**src/rtl/ecc_op_pkg.sv**
```systemverilog
// Shared constants for the ECC operation sequencer: FSM states, register map, mode codes.
package ecc_op_pkg;

    localparam logic [1:0] ST_IDLE   = 2'd0;
    localparam logic [1:0] ST_LAUNCH = 2'd1;
    localparam logic [1:0] ST_WAIT   = 2'd2;
    localparam logic [1:0] ST_DONE   = 2'd3;

    localparam logic [4:0] OFF_CTRL     = 5'h00;
    localparam logic [4:0] OFF_DATA_IN  = 5'h04;
    localparam logic [4:0] OFF_WIDTH    = 5'h08;
    localparam logic [4:0] OFF_STATUS   = 5'h10;
    localparam logic [4:0] OFF_DATA_OUT = 5'h14;

    localparam logic [1:0] MODE_ENCODE = 2'b00;
    localparam logic [1:0] MODE_DECODE = 2'b01;
    localparam logic [1:0] MODE_FULL   = 2'b10;

    localparam logic [1:0] NUM_ERR_TIMEOUT = 2'd3;

endpackage

```
**src/rtl/ecc_op_sequencer_if.sv**
```systemverilog
// Zero-wait-state APB bus (no pready) between host and the ECC operation sequencer.
interface ecc_op_sequencer_if #(
    parameter int unsigned AMBA_WORD       = 32,
    parameter int unsigned AMBA_ADDR_WIDTH = 20
);
    logic                       psel;
    logic                       penable;
    logic                       pwrite;
    logic [AMBA_ADDR_WIDTH-1:0] paddr;
    logic [AMBA_WORD-1:0]       pwdata;
    logic [AMBA_WORD-1:0]       prdata;

    modport master (output psel, penable, pwrite, paddr, pwdata, input prdata);
    modport slave  (input psel, penable, pwrite, paddr, pwdata, output prdata);
endinterface

```
**src/rtl/ecc_op_regs.sv**
```systemverilog
// APB decode, configuration register bank and registered read mux for the sequencer.
// ECC_OP_SEQUENCER_IRQ_EN adds CTRL.irq_en and the STATUS write-1-to-clear strobe.
module ecc_op_regs
    import ecc_op_pkg::*;
#(
    parameter int unsigned AMBA_WORD       = 32,
    parameter int unsigned AMBA_ADDR_WIDTH = 20,
    parameter int unsigned DATA_WIDTH      = 32
) (
    input  logic                  clk,
    input  logic                  rst,
    ecc_op_sequencer_if.slave     apb,
    input  logic                  busy,
    input  logic [1:0]            num_of_errors,
    input  logic [DATA_WIDTH-1:0] data_out,
    output logic                  start_c,
    output logic [1:0]            mode,
    output logic [1:0]            width,
    output logic [DATA_WIDTH-1:0] data_in,
`ifdef ECC_OP_SEQUENCER_IRQ_EN
    output logic                  irq_en,
    output logic                  irq_clr_c,
`endif
    output logic                  overrun
);

    logic [4:0]           addr;
    logic                 wr_c;
    logic                 rd_setup_c;
    logic                 cfg_hit_c;
    logic [AMBA_WORD-1:0] rdata_c;
    logic                 unused_addr_c;

    assign addr          = apb.paddr[4:0];
    assign unused_addr_c = ^apb.paddr[AMBA_ADDR_WIDTH-1:5];
    assign wr_c          = apb.psel & apb.penable & apb.pwrite;
    assign rd_setup_c    = apb.psel & ~apb.penable & ~apb.pwrite;
    assign cfg_hit_c     = (addr == OFF_CTRL) || (addr == OFF_DATA_IN) || (addr == OFF_WIDTH);
    assign start_c       = wr_c && (addr == OFF_CTRL) && !busy;
`ifdef ECC_OP_SEQUENCER_IRQ_EN
    assign irq_clr_c     = wr_c && (addr == OFF_STATUS) && apb.pwdata[0];
`endif

    // Read mux; unmapped offsets return zero
    always_comb begin
        rdata_c = '0;
        case (addr)
`ifdef ECC_OP_SEQUENCER_IRQ_EN
            OFF_CTRL:     rdata_c = AMBA_WORD'({irq_en, mode});
`else
            OFF_CTRL:     rdata_c = AMBA_WORD'(mode);
`endif
            OFF_DATA_IN:  rdata_c = AMBA_WORD'(data_in);
            OFF_WIDTH:    rdata_c = AMBA_WORD'(width);
            OFF_STATUS:   rdata_c = AMBA_WORD'({overrun, num_of_errors, busy});
            OFF_DATA_OUT: rdata_c = AMBA_WORD'(data_out);
            default:      rdata_c = '0;
        endcase
    end

    // Configuration is frozen while an operation is in flight; attempts flag overrun
    always_ff @(posedge clk) begin
        if (rst) begin
            mode       <= '0;
            width      <= '0;
            data_in    <= '0;
            overrun    <= 1'b0;
            apb.prdata <= '0;
`ifdef ECC_OP_SEQUENCER_IRQ_EN
            irq_en     <= 1'b0;
`endif
        end else begin
            if (wr_c && !busy) begin
                case (addr)
                    OFF_CTRL: begin
                        mode <= apb.pwdata[1:0];
`ifdef ECC_OP_SEQUENCER_IRQ_EN
                        irq_en <= apb.pwdata[2];
`endif
                    end
                    OFF_DATA_IN: data_in <= DATA_WIDTH'(apb.pwdata);
                    OFF_WIDTH:   width   <= apb.pwdata[1:0];
                    default:     ;
                endcase
            end
            if (wr_c && busy && cfg_hit_c) begin
                overrun <= 1'b1;
            end
            if (rd_setup_c) begin
                apb.prdata <= rdata_c;
            end
        end
    end

endmodule

```
**src/rtl/ecc_op_sequencer.sv**
```systemverilog
// APB-controlled launcher for the ECC core: one operation per CTRL write, timeout-guarded.
// ECC_OP_SEQUENCER_IRQ_EN adds a sticky completion interrupt output (irq).
module ecc_op_sequencer
    import ecc_op_pkg::*;
#(
    parameter int unsigned AMBA_WORD       = 32,
    parameter int unsigned AMBA_ADDR_WIDTH = 20,
    parameter int unsigned DATA_WIDTH      = 32,
    parameter int unsigned TIMEOUT         = 64
) (
    input  logic                  clk,
    input  logic                  rst,
    ecc_op_sequencer_if.slave     apb,
    output logic                  core_start,
    output logic [1:0]            core_mode,
    output logic [1:0]            core_width,
    output logic [DATA_WIDTH-1:0] core_data_in,
    input  logic                  core_done,
    input  logic [DATA_WIDTH-1:0] core_data_out,
    input  logic [1:0]            core_num_err,
    output logic                  operation_done,
    output logic [1:0]            num_of_errors,
    output logic [DATA_WIDTH-1:0] data_out,
`ifdef ECC_OP_SEQUENCER_IRQ_EN
    output logic                  irq,
`endif
    output logic                  busy
);

    localparam int unsigned CNT_W = $clog2(TIMEOUT) + 1;

    logic [1:0]       state;
    logic [1:0]       state_nxt;
    logic [CNT_W-1:0] cnt;
    logic [CNT_W-1:0] cnt_nxt;
    logic             start_c;
    logic             latch_c;
    logic             timeout_c;
    logic             overrun;
`ifdef ECC_OP_SEQUENCER_IRQ_EN
    logic             irq_en;
    logic             irq_clr_c;
`endif

    ecc_op_regs #(
        .AMBA_WORD       (AMBA_WORD),
        .AMBA_ADDR_WIDTH (AMBA_ADDR_WIDTH),
        .DATA_WIDTH      (DATA_WIDTH)
    ) u_regs (
        .clk           (clk),
        .rst           (rst),
        .apb           (apb),
        .busy          (busy),
        .num_of_errors (num_of_errors),
        .data_out      (data_out),
        .start_c       (start_c),
        .mode          (core_mode),
        .width         (core_width),
        .data_in       (core_data_in),
`ifdef ECC_OP_SEQUENCER_IRQ_EN
        .irq_en        (irq_en),
        .irq_clr_c     (irq_clr_c),
`endif
        .overrun       (overrun)
    );

    // Next-state, counter and result-capture decisions
    always_comb begin
        state_nxt = state;
        cnt_nxt   = cnt;
        latch_c   = 1'b0;
        timeout_c = 1'b0;
        case (state)
            ST_IDLE: begin
                cnt_nxt = '0;
                if (start_c) state_nxt = ST_LAUNCH;
            end
            ST_LAUNCH: begin
                cnt_nxt   = '0;
                state_nxt = ST_WAIT;
            end
            ST_WAIT: begin
                cnt_nxt = cnt + CNT_W'(1);
                // A done pulse on the terminal count still counts as a normal result
                if (core_done) begin
                    latch_c   = 1'b1;
                    state_nxt = ST_DONE;
                end else if (cnt == CNT_W'(TIMEOUT - 1)) begin
                    timeout_c = 1'b1;
                    state_nxt = ST_DONE;
                end
            end
            ST_DONE: begin
                cnt_nxt   = '0;
                state_nxt = ST_IDLE;
            end
            default: begin
                cnt_nxt   = '0;
                state_nxt = ST_IDLE;
            end
        endcase
    end

    always_ff @(posedge clk) begin
        if (rst) begin
            state          <= ST_IDLE;
            cnt            <= '0;
            core_start     <= 1'b0;
            operation_done <= 1'b0;
            busy           <= 1'b0;
            num_of_errors  <= '0;
            data_out       <= '0;
        end else begin
            state          <= state_nxt;
            cnt            <= cnt_nxt;
            core_start     <= (state_nxt == ST_LAUNCH);
            operation_done <= (state_nxt == ST_DONE);
            busy           <= (state_nxt != ST_IDLE);
            if (latch_c) begin
                data_out      <= core_data_out;
                num_of_errors <= core_num_err;
            end else if (timeout_c) begin
                num_of_errors <= NUM_ERR_TIMEOUT;
            end
        end
    end

`ifdef ECC_OP_SEQUENCER_IRQ_EN
    // Sticky completion interrupt; a completion in the same cycle as a clear wins
    always_ff @(posedge clk) begin
        if (rst) begin
            irq <= 1'b0;
        end else if ((state_nxt == ST_DONE) && irq_en) begin
            irq <= 1'b1;
        end else if (irq_clr_c) begin
            irq <= 1'b0;
        end
    end
`endif

endmodule

```
**src/flat_wrapper.sv**
```systemverilog
// flat-port wrapper written by rule: the top's interface ports become plain ports
module ecc_op_sequencer_flat import ecc_op_pkg::*;
#(
    parameter int unsigned AMBA_WORD       = 32,
    parameter int unsigned AMBA_ADDR_WIDTH = 20,
    parameter int unsigned DATA_WIDTH      = 32,
    parameter int unsigned TIMEOUT         = 64
)
  (clk, rst, core_start, core_mode, core_width, core_data_in, core_done, core_data_out, core_num_err, operation_done, num_of_errors, data_out, busy, apb_psel, apb_penable, apb_pwrite, apb_paddr, apb_pwdata, apb_prdata);
  ecc_op_sequencer_if #(.AMBA_WORD(AMBA_WORD), .AMBA_ADDR_WIDTH(AMBA_ADDR_WIDTH)) apb_i ();
  input  logic clk;
  input  logic rst;
  output logic core_start;
  output logic [1:0] core_mode;
  output logic [1:0] core_width;
  output logic [DATA_WIDTH-1:0] core_data_in;
  input  logic core_done;
  input  logic [DATA_WIDTH-1:0] core_data_out;
  input  logic [1:0] core_num_err;
  output logic operation_done;
  output logic [1:0] num_of_errors;
  output logic [DATA_WIDTH-1:0] data_out;
  output logic busy;
  input wire logic [$bits(apb_i.psel)-1:0] apb_psel;
  input wire logic [$bits(apb_i.penable)-1:0] apb_penable;
  input wire logic [$bits(apb_i.pwrite)-1:0] apb_pwrite;
  input wire logic [$bits(apb_i.paddr)-1:0] apb_paddr;
  input wire logic [$bits(apb_i.pwdata)-1:0] apb_pwdata;
  output wire logic [$bits(apb_i.prdata)-1:0] apb_prdata;
  assign apb_i.psel = apb_psel;
  assign apb_i.penable = apb_penable;
  assign apb_i.pwrite = apb_pwrite;
  assign apb_i.paddr = apb_paddr;
  assign apb_i.pwdata = apb_pwdata;
  assign apb_prdata = apb_i.prdata;
  ecc_op_sequencer #(.AMBA_WORD(AMBA_WORD), .AMBA_ADDR_WIDTH(AMBA_ADDR_WIDTH), .DATA_WIDTH(DATA_WIDTH), .TIMEOUT(TIMEOUT)) u_core (.clk(clk), .rst(rst), .apb(apb_i), .core_start(core_start), .core_mode(core_mode), .core_width(core_width), .core_data_in(core_data_in), .core_done(core_done), .core_data_out(core_data_out), .core_num_err(core_num_err), .operation_done(operation_done), .num_of_errors(num_of_errors), .data_out(data_out), .busy(busy));
endmodule
```
**config.mk**
```make
export PLATFORM = sky130hd
export DESIGN_NAME = ecc_op_sequencer_flat
export DESIGN_NICKNAME = d
export VERILOG_FILES = /design/src/rtl/ecc_op_pkg.sv /design/src/rtl/ecc_op_sequencer_if.sv /design/src/rtl/ecc_op_regs.sv /design/src/rtl/ecc_op_sequencer.sv /design/src/flat_wrapper.sv
export SDC_FILE = /design/constraint.sdc
export NUM_CORES = 1
export LEC_CHECK = 0
export ABC_AREA = 1
export BUFFER_PORTS_ARGS = -buffer_cell sky130_fd_sc_hd__buf_2
export CAP_MARGIN = 30
export CORE_UTILIZATION = 45
export DETAILED_ROUTE_END_ITERATION = 8
export GPL_ROUTABILITY_DRIVEN = 0
export PLACE_DENSITY = 0.86
export SYNTH_ARGS = -nofsm -noshare
export SYNTH_HDL_FRONTEND = slang
export SYNTH_SLANG_ARGS = --single-unit
```
**constraint.sdc**
```tcl
create_clock -name clk -period 2.9 [get_ports clk]
set_clock_uncertainty 0.1 [all_clocks]
set_input_delay 0.435 -clock clk [delete_from_list [all_inputs] [get_ports clk]]
set_output_delay 0.435 -clock clk [all_outputs]
set_load 0.005 [all_outputs]
```
== Yosys cells after proc, flatten, opt, wreduce, memory -nomap -nowiden ==
Cells that the tools add are included.

* Output and inout bits: 105
* Input bits: 92
* Memories kept: 0
* RAM bits: 0
* Register bits after elaboration: 115
* Memory bits (read-only): 0
* Latch bits: 0

* Reductions and logical operators: 16
* Multiplexer cells: 13
* Eq/ne operators: 10
* Bitwise operators: 6
* Magnitude comparators: 0
* Divide/modulo/power cells: 0
* Shifts and indexed selects: 0
* Multiply operators: 0
* Add/subtract/negate cells: 1

{| class="wikitable"
|+ Operators with widths
! kind !! count
|-
| 32-bit one-hot mux with 5 select lines || 1
|-
| 7-bit one-hot mux with 2 select lines || 1
|-
| 5-bit equality test (second input constant) || 2
|-
| 2-bit 2-to-1 mux || 5
|-
| 2-bit one-hot mux with 4 select lines || 1
|-
| 7-bit by 1-bit adder with 7-bit output (second input constant) || 1
|-
| 7-bit by 6-bit equality test with 1-bit output (second input constant) || 1
|-
| 2-bit equality test (second input constant) || 3
|-
| 2-bit AND reduction || 3
|-
| 5-bit by 3-bit equality test with 1-bit output (second input constant) || 1
|-
| 5-bit by 4-bit equality test with 1-bit output (second input constant) || 1
|-
| 1-bit logical AND || 5
|-
| 5-bit zero test || 1
|-
| 1-bit 2-to-1 mux || 5
|-
| 1-bit AND || 4
|-
| 2-bit by 1-bit equality test with 1-bit output (second input constant) || 2
|-
| 2-bit nonzero test || 2
|-
| 3-bit OR reduction || 1
|-
| 2-bit zero test || 1
|-
| 1-bit logical OR || 2
|-
| 1-bit inverter || 2
|-
| 1-bit zero test || 1
|}

== Longest topological paths before layout ==
Gate-level depths: netlist of the first run.

* Depth in word-level cells: 7
* Gate-level depth with buffers: 10
* Gate-level depth less buffers: 9

== By module ==
From an unflattened synthesis of the first run, not the netlist that was laid out.

* Cell total of the unflattened synthesis: 650
* Area total of the unflattened synthesis: 4818.4 um^2

{| class="wikitable"
|+ By module, submodules not included
! module !! seq. area each (um^2) !! area each (um^2) !! times used !! cells each
|-
| ecc_op_regs || 1381.3 || 3134.3 || 1 || 444
|-
| ecc_op_sequencer || 920.9 || 1684.1 || 1 || 206
|}

== Worst setup path after synthesis of the first run ==
No wires, ideal clock.

* Path type: input-to-reg
* Start point: input apb_paddr[2]
* End point: register u_core.u_regs.apb.prdata[21]
* Library setup time: 0.070 ns
* Data arrival time: 1.350 ns
* Setup slack: 1.379 ns
* Path buffers: 3
* Cell stages on the path: 9
* Cell sequence: buf_4 -> inv_2 -> nor2_4 -> nand3_2 -> buf_4 -> buf_6 -> o21ai_1 -> nand2_1 -> a21oi_1

* Longest elaborated chain between the ends: 2

{| class="wikitable"
|+ RTL lines
! what !! RTL line !! source
|-
| start, declared || flat_wrapper.sv:27 || <nowiki>input wire logic [$bits(apb_i.paddr)-1:0] apb_paddr;</nowiki>
|-
| 5-bit equality test (tied with other cells) || ecc_op_regs.sv:47 || <nowiki>case (addr)</nowiki>
|-
| 32-bit one-hot mux with 5 select lines (*) || ecc_op_regs.sv:47 ||
|-
| end signal, assigned || ecc_op_regs.sv:90 || <nowiki>apb.prdata <= rdata_c;</nowiki>
|-
| end, declared || ecc_op_sequencer_if.sv:14 || <nowiki>modport slave (input psel, penable, pwrite, paddr, pwdata, output prdata);</nowiki>
|}

Mark *: on every way between the ends. The rest lies on a longest branch, timed or not.
A chain may end at the register's enable or synchronous reset.

== Worst setup path in the final report of the first run ==
* Start point: register u_core.state[0]
* End point: register u_core.busy

* Longest elaborated chain between the ends: 4

{| class="wikitable"
|+ RTL lines
! what !! RTL line !! source
|-
| start, declared || ecc_op_sequencer.sv:32 || <nowiki>logic [1:0] state;</nowiki>
|-
| start signal, assigned || ecc_op_sequencer.sv:114 || <nowiki>state <= state_nxt;</nowiki>
|-
| 2-bit 2-to-1 mux || ecc_op_sequencer.sv:88 || <nowiki>end else if (cnt == CNT_W'(TIMEOUT - 1)) begin</nowiki>
|-
| 2-bit 2-to-1 mux || ecc_op_sequencer.sv:85 || <nowiki>if (core_done) begin</nowiki>
|-
| 2-bit one-hot mux with 4 select lines (*) || ecc_op_sequencer.sv:73 || <nowiki>case (state)</nowiki>
|-
| 2-bit nonzero test (*) || ecc_op_sequencer.sv:118 || <nowiki>busy <= (state_nxt != ST_IDLE);</nowiki>
|-
| end signal, assigned || ecc_op_sequencer.sv:118 ||
|-
| end, declared || ecc_op_sequencer.sv:27 || <nowiki>output logic busy</nowiki>
|}

Marks and branches as above.

==> results of run 1 <==
## worst paths after layout
check | from | endpoint | slack [ns] | cells past startpoint
max | u_core.state[0] | u_core.busy | 0.99 | 9
min | apb_pwdata[3] | u_core.u_regs.data_in[3] | 0.08 | 3
max reg2reg | u_core.state[0] | u_core.busy | 0.99 | 9
min reg2reg | u_core.u_regs.apb.prdata[7] | u_core.u_regs.apb.prdata[7] | 0.36 | 2
## stage by stage
stage                     instances  util [%]  power, mW  worst slack [ns]  hold WS, ns
after floorplan                 622         -       1.71              1.38        0.318
after detailed placement        903      57.1       1.80             0.898        0.337
final                           936      64.0       4.13             0.988       0.0768
after global placement          901      56.6       1.79             0.939        0.333
after global routing            935      63.9       4.25             0.848       0.0779
after CTS                       935      63.9       4.16              1.03       0.0615
## power by group
part / switching (mW) / internal [mW] / leakage [nW]
clock: 0.728 / 1.64 / 0.327
combinational: 0.112 / 0.0641 / 1.56
sequential: 0.00335 / 1.59 / 0.926
## synthesized netlist by cell type (all sizes together)
master / count / area [um^2]
o21ai: 101 / 505
nor3b: 2 / 15.0
nor3: 3 / 20.0
inv: 51 / 191
nand3b: 1 / 7.51
nand4: 36 / 225
dfxtp: 115 / 2300
a21oi: 68 / 340
ha: 5 / 62.6
o31ai: 1 / 7.51
nand2: 79 / 297
nand3: 18 / 100
o21a: 1 / 7.51
nor2: 97 / 379
buf: 17 / 98.9
clkbuf: 27 / 101
## flip-flops by register name (all words and copies together) (netlist names)
| register | count |
|---|---|
| u_core.data_out | 32 |
| u_core.u_regs.apb.prdata | 32 |
| u_core.u_regs.data_in | 32 |
| u_core.cnt | 7 |
| u_core.num_of_errors | 2 |
| u_core.state | 2 |
| u_core.u_regs.mode | 2 |
| u_core.u_regs.width | 2 |
| u_core.busy | 1 |
| u_core.core_start | 1 |
| u_core.operation_done | 1 |
| u_core.u_regs.overrun | 1 |
## cells in the final DEF (no fill, tap or decap), drive strengths merged
master / synthesis / routed
nand3b: 1 / 1
nor3b: 2 / 2
clkinv: 0 / 4
clkbuf: 27 / 20
bufinv: 0 / 6
o31ai: 1 / 1
nand2: 79 / 79
dfxtp: 115 / 115
clkinvlp: 0 / 2
o21a: 1 / 1
inv: 51 / 51
a21oi: 68 / 68
nor2: 97 / 97
nand4: 36 / 36
nand3: 18 / 18
buf: 17 / 192
o21ai: 101 / 101
nor3: 3 / 3
ha: 5 / 5
diode: 0 / 1
## per-layer routing
layer	global-route usage [%]	part of all wire [%]	vias to the layer above
met4	10.6	2.0	0
met5	0	0	-
li1	-	-	2407
met1	32.2	43	2235
met2	45.3	49	211
met3	3.90	6.5	20
## cell families after synthesis
group | share of synthesized area, %
AOI/OAI and AO/OA | 18.5
adders and majority gates | 1.34
buffers and inverters | 8.40
DFF | 49.4
and+or+nand+nor | 22.4
## worst max-delay path: stages (launching register included)
cell     delay (ns)
dfxtp_1        0.40
inv_1          0.11
ha_1           0.25
nand2_1        0.09
buf_4          0.34
nand2_1        0.17
nand2_1        0.09
nand2_1        0.05
nand2_1        0.13
nand2_1        0.07
## cell type report
type / count / area (um^2)
fillers: 889 / 3570
flip-flops and latches: 115 / 2300
multi-input cells: 412 / 1980
repair buffers: 192 / 1020
clock buffers: 20 / 455
clock inverters: 12 / 226
inverters: 51 / 191
well taps: 133 / 166
diodes: 1 / 2.50
==> summary by stage, run 1 <==
STA
The worst-case headroom to the max-slew limit is 56.1%. The final hold violation count is 0. Adding up every negative setup slack in the final design gives 0 ns.

Static timing analysis puts the maximum clock frequency at around 0.52 GHz. The minimum clock period after layout is 1.91 ns. Setup repair after global routing left no endpoint under its margin. The max-slew violation count is 0. At the pin with the least slew margin, the transition time is 0.658 ns.

The final clock period utilization by the worst path is between 60% and 70%. The number of failing setup endpoints in the final timing report is 0.

Yosys
Synthesis produced a netlist with a net count of slightly above 700. In this run, synthesis produced a sequential element count of roughly 120. The average size of a mapped cell is 7.49 um^2. The number of different library cells used by synthesis comes to 25. The number of synthesis warnings is 0. In the synthesized netlist, the number of instances is 622. The synthesized area is 4660 um^2. Sequential elements use 49.4% of the synthesized area.

Critical path
STA classifies the critical path endpoint as a register. The launching element type of the critical path is a register. The required time reported for the critical path endpoint is between 3 and 4 ns. The highest fanout seen on the critical path is 35.

For the worst setup path, the data arrival time is about 2.2 ns. The setup path with the least slack is of type reg2reg.

Route
Dividing the detail-routed wire length by the instance count gives 14.6 um. The aggregate routed wire length is 13700 um. Dividing the detail-routed via count by the number of cells gives 5.21.

The first-pass detailed-route iteration total is 5. For this block, the initial DRC count from the detailed router was between 200 and 250. The final antenna-violating net count is 0. The count of unresolved DRC violations after routing is 0.

The detailed router placed 4873 vias in this run.

Clocking
The clock reaches the later pin of the worst-skew pair after 0.49 ns. The cts-stage hold buffer count is 0. The CTS buffer count is 17. CTS saw 115 sinks.

TritonCTS built the clock tree. After clock tree synthesis, the repair step resized 0 gates. Clock-pin slew was measured on the worst setup and hold paths at approximately 0.060 ns. Once the clock tree was built, the setup fixing pass inserted 0 buffers. Clock tree synthesis selected as its root buffer the cell clkbuf_8. The worst-case clock buffer depth is 2.

The H-tree generated during clock tree synthesis spans 4 levels.

Finish
The finished layout cell area is 6340 um^2. In the final design database the tool counted 886 nets. The area growth from synthesis to layout is 36.0%. The proportion of layout cells with a drive suffix above 1 is a little under 30%.

Pwr
The worst-case IR drop observed on VDD is 0.482 mV. Power spread over the standard cell area amounts to 652 nW/um^2. The static leakage is 2.82 nW.

Place
After legalization and detailed placement, the total HPWL measured around 9200 um. The count of input and output buffers is between 150 and 200. The post-placement cell area is 5650 um^2.

Floorplanning
For this configuration, the core starts out at a cell density of approximately 47%. The number of top-level pins is 197. The chip width is 104 um. The height of the chip is 104 um. The core region is 9910 um^2. In this run the core area contains 36 standard-cell rows. The die covers 10800 um^2.

Global routing
Entering global routing, the biggest net connects 72 pins. The overall global routing resource usage is between 20% and 30%. The initial antenna violation count is 0.

The wire length of the first global-routing pass is 22500 um. The number of global-route vias before repair is 4598. After global routing the overflow that remains totals 0.

Run status
The run finished with clean final reports.

Min path
In this run the worst hold path is classified as in2reg.

Job
The reported max-cap violation count is 0.
(Power assumes the default switching activity.)
==> inputs of run 2 (changes only) <==
clock period = 1.8 ns   (was 2.9 ns; I/O delays follow)
==> run 2 against run 1 <==
  * Fmax increased by 15%
  * Sequential power up 61%
  * Critical path depth shrank 2
  * Combinational power grew 140%
  * Routed wire length is 16% higher
  * Utilization grew 7.2 points
  * Total power grew 60%
  * Largest power group unchanged
  * Via count rose by 9.7%
==> summary by stage, run 2 (same netlist as run 1, synthesis figures left out) <==
Pwr
The static leakage is 3.11 nW (+10%). The power share of the combinational group is 6.4% (+2.1 points). The maximum vdd ir drop is 0.711 mV (+48%). The switching power as a share of total power was 22.1% (+1.7 points). The proportion of power drawn by the clock network is 55.0% (-2.3 points). The total internal power is 5.17 mW (+57%). The net switching power is 1.46 mW (+73%).

The sequential group share of total power is 38.6% (+0.2 points). The total power divided by cell area is 940 nW/um^2 (+44%).

Floorplanning
The height of the chip came to 104 um (unchanged). The chip width came to 104 um (unchanged). The placeable core region is 9910 um^2 (unchanged). The full die area is 10800 um^2 (unchanged).

The site row count is 36 (unchanged). The number of top-level pins was 197 (unchanged). The starting density of the core is 47.0% (unchanged).

Clocking
The CTS root buffer is clkbuf_8. The worst-case clock buffer depth is 2 (unchanged). The clock net sink count is 115 (unchanged). TritonCTS built the clock tree. The CTS buffer count was 17 (unchanged). The clock-pin slew on the worst setup and hold paths is 0.06 ns (about the same).

The maximum level of the CTS H-tree is 4 (unchanged). The clock latency at the later pin of the worst-skew pair is 0.50 ns (about the same).

Finish
The finished layout cell area came to 7050 um^2 (+11%). In the layout the commonest cells are buf_2 (181), dfxtp_1 (114), nor2_1 (93), o21ai_0 (91), nand2_1 (78). The library cell used most frequently in the layout, excluding fill and tap cells, is buf_2. The proportion of layout cells with a drive suffix above 1 is 27.9% (-1.1 points). The relative area change from synthesis to final layout is 51.4%. The largest registers in the layout are u_core.data_out x32, u_core.u_regs.apb.prdata x32, u_core.u_regs.data_in x32.

The antenna diode instance count is 0 (-1). The number of nets at the end of the flow is 958 (+8.1%).

STA
The final hold violation count is 0 (unchanged). Setup repair after global routing left no endpoint under its margin. The number of failing setup endpoints in the final timing report is 0 (unchanged). The max-slew violation count was 0 (unchanged). The worst-case headroom to the max-slew limit came to 73.8% (+18 points). The final clock period utilization by the worst path was 92.3% (+26 points). The highest achievable clock rate is 0.602 GHz (+15%). The worst-margin pin slew was 0.393 ns (-0.265 ns). The total negative slack is 0 ns (unchanged). The minimum clock period after layout is 1.66 ns (-0.251 ns).

Place
The post-placement cell area came to 5740 um^2 (+1.5%). The count of input and output buffers came to 181 (unchanged). The detailed-placement wirelength estimate is 9230 um (+0.53%).

Global routing
The overall global routing resource usage is 29.7% (+3.6 points). The initial antenna violation count is 0 (unchanged). The maximum number of pins on one net before global-route repair came to 59 (-18%). The number of global-route vias before repair is 5202 (+13%). The residual overflow from global routing was 0 (unchanged).

The wire length of the first global-routing pass is 25600 um (+13%). The met3 global-route usage was 6.54% (+2.6 points). The met1 usage is 33.2% (+1.0 points). The global routing usage on met2 came to 53.2% (+7.9 points). In this run the most used layer during global routing was met2.

Critical path
The arrival time of the worst setup path is 1.94 ns (-0.25 ns). The highest cell delay on the worst timing path is 0.37 ns (-0.03 ns). The worst setup path is launched from a register. The number of buffers and inverters on the critical path is 3 (+1). The worst setup path is captured at a register. The critical setup path kind is reg2reg. The cell family contributing the most delay on the critical path is buffers and inverters.

The highest fanout seen on the critical path is 23 (-34%). The largest individual stage delay along the critical path comes from the cell dfxtp_2. The signal on the critical path passes through inv_1, ha_1, nand2_2, clkinvlp_4, buf_12, nor2_1, nor2_1. The most common cell type on the critical path is nor2_1. The required time reported for the critical path endpoint was 2.08 ns (-1.10 ns).

Route
The count of unresolved DRC violations after routing is 0 (unchanged). The average wire per standard cell is 15.7 um (+7.7%). The total number of vias was 5347 (+9.7%).

The final antenna-violating net count is 0 (unchanged). The average via count per standard cell came to 5.31 (+2.0%). The first-pass detailed-route iteration total is 5 (unchanged). The initial DRC count is 324 (+45%). The aggregate routed wire length is 15900 um (+16%).

Job
The reported max-cap violation count came to 0 (unchanged).

Run status
The run finished with clean final reports.

Min path
The tightest min-delay check is of the in2reg type.
[run 2: repair_timing]
item,in CTS,in global routing
setup buffers,0,3
gates resized for setup,0,3
endpoints found under the setup margin,0,23
hold buffers,64,0
hold endpoints to repair,68,0
[run 2: power groups by stage]
stage          Sequential [mW]  Combinational (mW)  Clock [mW]
6_report                  2.56               0.421        3.65
5_1_grt                   2.56               0.453        3.80
4_1_cts                   2.56               0.402        3.68
3_5_place_dp              2.62               0.294           0
3_3_place_gp              2.62               0.291           0
2_1_floorplan             2.62               0.139           0
[run 2: final cells by class]
cell class | instances | area, um^2
Tap cell | 133 | 166
Sequential cell | 115 | 2300
Timing Repair Buffer | 264 | 1760
Inverter | 51 | 195
Clock inverter | 15 | 230
Clock buffer | 17 | 414
Multi-Input combinational cell | 412 | 1980
Fill cell | 720 | 2860
[run 2: per-layer routing]
layer	wire length [um]	part of all wire [%]
met4	404	2.5
met1	6240	39
met2	8070	51
met5	0	0
met3	1150	7.2
[run 2: worst reg2reg max path, delay by kind of cell, from the launching register on]
kind | cells | cell delay (ns)
buffers and inverters | 3 | 0.48
flip-flops | 1 | 0.37
AND/OR/NAND/NOR | 3 | 0.34
adder cells (fa/ha/maj) | 1 | 0.25
[run 2: per-stage QoR]
| step | worst slack [ns] | hold slack, ns | std cells | power, mW | util, % |
|---|---|---|---|---|---|
| after detailed placement | 0.0529 | 0.339 | 908 | 2.91 | 57.9 |
| after global placement | 0.150 | 0.328 | 908 | 2.91 | 57.9 |
| after CTS | 0.00302 | 0.00262 | 1004 | 6.65 | 70.9 |
| final | 0.139 | 0.0242 | 1007 | 6.63 | 71.2 |
| after global routing | 0.00470 | 0.0386 | 1007 | 6.81 | 71.2 |
| after floorplan | 0.336 | 0.305 | 622 | 2.75 | - |
[run 2: final timing paths]
| check | endpoint | startpoint | slack (ns) | cells past startpoint |
|---|---|---|---|---|
| setup reg to reg | u_core.data_out[21] | u_core.state[0] | 0.14 | 7 |
| hold reg to reg | u_core.cnt[0] | u_core.cnt[0] | 0.35 | 1 |
| setup / recovery | u_core.data_out[21] | u_core.state[0] | 0.14 | 7 |
| hold / removal | u_core.num_of_errors[1] | core_num_err[1] | 0.02 | 5 |
==> inputs of run 3 (changes only) <==
PLACE_DENSITY = 0.85   (was 0.86)
SYNTH_HIERARCHICAL = 1   (was unset)
==> run 3 against run 2 <==
  * Sequential share of layout area barely moved
  * Worst hold slack improved by 0.032 ns
  * Via count rose by 0.50%
  * Die area rose by 3.3%
  * Largest cell class unchanged
  * Combinational power fell by 2%
  * Clock-buffer cell count rose by 3
  * Sequential cell count did not move
  * Critical endpoint is now u_core/data_out[10]
  * Highest routed layer unchanged
  * Clock power fell by 15%
  * Utilization fell by 3.1 points
  * Cell count rose by 3.9%
  * Total power fell by 8.2%
==> summary by stage, run 3 <==
Yosys
The synthesized area is 4820 um^2 (+3.4%). After synthesis, the largest family of logic cells by area is simple AND/OR/NAND/NOR gates. The sequential-to-total area share from yosys stat is 47.8% (-1.6 points). The unique cell type count in the Yosys netlist is 30 (+20%). The average size of a mapped cell is 7.41 um^2 (-1.1%). After synthesis, the cell types taking the most area are dfxtp_1 (48%), nor2_1 (12%), o21ai_0 (6.2%). The gate count of the mapped netlist is 650 (+4.5%).

The net count after synthesis was 747 (+3.9%). The fraction of post-synthesis cell area in the top cell type by area is 47.8% (-1.6 points). The proportion of register bits with asynchronous set or reset after synthesis came to 0% (unchanged). The post-synthesis adder-cell area fraction came to 1.30% (-0.044 points). The share of synthesized area spent on multiplexers came to 0% (unchanged).

The compound-gate portion of the synthesized area is 15.1% (-3.3 points). The cell with the most instances after synthesis is nor2_1. The number of synthesis warnings is 6 (+6).

The number of synthesized flops with an enable pin is 0 (unchanged). The commonest cells after synthesis are nor2_1 (153), dfxtp_1 (115), nand2_1 (77), o21ai_0 (60), inv_1 (44). The cell taking the most area after synthesis is dfxtp_1. For this run, the leading register cell type out of synthesis is dfxtp_1. The xor/xnor share of the synthesized area is 0% (unchanged). The post-synthesis sequential element count is 115 (unchanged).

The area share of and/or/nand/nor cells after synthesis is 27.3% (+4.9 points).

Run status
The run finished with clean final reports.

Pwr
The maximum vdd ir drop is 0.556 mV (-22%). The proportion of power drawn by the clock network is 51.1% (-3.9 points). The sequential group share of total power is 42.1% (+3.5 points). The switching power as a share of total power is 22.1% (about the same). The static leakage is 3.20 nW (+3.1%). The overall power of the completed layout is 6.08 mW (-8.2%). The power share of the combinational group is 6.8% (+0.4 points). The net switching power is 1.34 mW (-8.2%).

The total power divided by cell area is 862 nW/um^2 (-8.3%). The total internal power is 4.74 mW (-8.3%).

Critical path
The worst flop-to-flop path startpoint is u_core/state[0]. The critical setup path kind is reg2reg. The highest fanout seen on the critical path is 21 (-8.7%).

Walking the worst path, the cells encountered are inv_1, ha_1, nand2_2, buf_4, o21ai_0, nor2_1. The arrival time of the worst setup path is 1.94 ns (about the same). The launching element type of the critical path is a register. The required time reported for the critical path endpoint is 2.11 ns (+0.03 ns).

The number of buffers and inverters on the critical path is 2 (-1). The endpoint kind of the worst setup timing path is a register. The highest cell delay on the worst timing path came to 0.36 ns (about the same). The first element of the critical path is u_core/state[0].

The slowest stage of the critical path is the dfxtp_1 cell. The cell type group with the largest total delay on the critical path is flip-flops.

Route
The first-pass detailed-route iteration total is 7 (+2). The aggregate routed wire length is 16000 um (+0.70%). The count of unresolved DRC violations after routing is 0 (unchanged).

The average via count per standard cell came to 5.14 (-3.2%). The total number of vias is 5374 (+0.50%). The final antenna-violating net count is 0 (unchanged). The initial DRC count came to 378 (+17%). The average wire per standard cell is 15.3 um (-3.1%).

Floorplanning
The chip width is 105 um (+1.6%). The placeable core region is 10400 um^2 (+4.6%). The height of the chip is 105 um (+1.6%). The site row count is 37 (+2.8%). The starting density of the core is 46.5% (-0.57 points).

The number of top-level pins came to 197 (unchanged). The full die area came to 11100 um^2 (+3.3%).

STA
The minimum clock period after layout was 1.64 ns (-0.0244 ns). The final worst slack is 0.163 ns (+0.0244 ns). The worst-case headroom to the max-slew limit came to 53.5% (-20 points). The max-slew violation count came to 0 (unchanged). The total negative slack is 0 ns (unchanged).

Setup repair after global routing left no endpoint under its margin. The final hold violation count was 0 (unchanged). The number of failing setup endpoints in the final timing report is 0 (unchanged).

The highest achievable clock rate is 0.611 GHz (+1.5%). The worst-margin pin slew is 0.696 ns (+0.303 ns). The final clock period utilization by the worst path is 90.9% (-1.4 points). The tightest hold margin came to 0.0561 ns (+0.0319 ns).

Global routing
The initial antenna violation count is 1 (+1). The residual overflow from global routing was 0 (unchanged). The wire length of the first global-routing pass is 25300 um (-1.0%). The maximum number of pins on one net before global-route repair is 33 (-44%).

The overall global routing resource usage is 29.0% (-0.64 points). The number of global-route vias before repair is 5400 (+3.8%).

Place
The setup slack at placement came to 0.0805 ns (+0.0276 ns). The post-placement cell area is 5840 um^2 (+1.8%). The detailed-placement wirelength estimate is 9680 um (+4.8%).

The count of input and output buffers is 181 (unchanged). The cell count after placement is 948 (+4.4%).

Finish
In the final layout, the registers with the most flip-flops are u_core/data_out x32, u_core/u_regs/apb.prdata x32, u_core/u_regs/data_in x32. The number of nets at the end of the flow is 994 (+3.8%). In the layout the commonest cells are buf_2 (181), nor2_1 (153), dfxtp_1 (115), nand2_1 (77), dlygate4sd3_1 (66).

The number of non-filler instances in the completed layout is 1046 (+3.9%). The filler cell count was 868 (+21%). The finished layout cell area was 7060 um^2 (about the same).

The proportion of layout cells with a drive suffix above 1 is 27.9% (about the same). The commonest non-fill, non-tap cell in the layout is buf_2. The relative area change from synthesis to final layout is 46.5%. The utilization after layout came to 68.1% (-3.1 points).

Min path
The startpoint identified for the worst hold timing path is apb_paddr[2]. The worst hold-check path type is in2reg.

Clocking
The maximum level of the CTS H-tree is 4 (unchanged). The worst-case clock buffer depth was 2 (unchanged). The CTS buffer count is 17 (unchanged). The clock latency at the later pin of the worst-skew pair is 0.50 ns (about the same). The clock tree from TritonCTS is yes.

The clock net sink count came to 115 (unchanged). The clock-pin slew on the worst setup and hold paths is 0.06 ns (about the same). The tree is rooted in a clkbuf_8.

Job
The reported max-cap violation count is 0 (unchanged).
[run 3: what timing repair did]
action                                  in CTS  in global routing
endpoints found under the hold margin       70                  0
buffers inserted                             0                  0
endpoints found under the setup margin       0                  1
gates resized for setup                      0                  2
hold buffers                                66                  0
[run 3: worst min-delay path: cells and delay by family]
| kind | cells | cell delay (ns) |
|---|---|---|
| AOI/OAI and AO/OA | 2 | 0.18 |
| and+or+nand+nor | 1 | 0.04 |
| buffers and inverters | 1 | 0.11 |
[run 3: power groups by stage]
stage | Sequential [mW] | Combinational (mW) | Clock, mW
after floorplan | 2.62 | 0.131 | 0
after global placement | 2.62 | 0.287 | 0
after detailed placement | 2.62 | 0.287 | 0
after CTS | 2.56 | 0.397 | 3.16
after global routing | 2.56 | 0.439 | 3.27
final | 2.56 | 0.412 | 3.11
[run 3: worst paths after layout]
path	end	slack [ns]	cells past startpoint
setup reg to reg	u_core/data_out[10]	0.16	6
hold reg to reg	u_core/cnt[0]	0.35	1
setup / recovery	u_core/data_out[10]	0.16	6
hold / removal	u_core/u_regs/overrun	0.06	4
[run 3: final cells by class]
cell class | count | area [um^2] | area share [%]
Multi-Input combinational cell | 444 | 2110 | 29.9
Sequential cell | 115 | 2300 | 32.6
Clock inverter | 11 | 113 | 1.60
Tap cell | 136 | 170 | 2.41
Timing Repair Buffer | 269 | 1730 | 24.5
Inverter | 50 | 190 | 2.70
Clock buffer | 20 | 435 | 6.17
Antenna cell | 1 | 2.50 | 0.0355
[run 3: metal layers]
| metal | track usage (%) | wire, um |
|---|---|---|
| met2 | 53.0 | 8110 |
| met1 | 31.8 | 6370 |
| met3 | 6.31 | 1060 |
| met4 | 13.6 | 433 |
| met5 | 0 | 0 |
[run 3: logic make-up (layout without fill, tap and decap cells)]
| group | after synthesis | count (layout) |
|---|---|---|
| other cells | 0 | 1 |
| compound gates | 144 | 144 |
| buf+inv | 91 | 350 |
| simple gates | 295 | 295 |
| flops | 115 | 115 |
| fa+ha+maj | 5 | 5 |
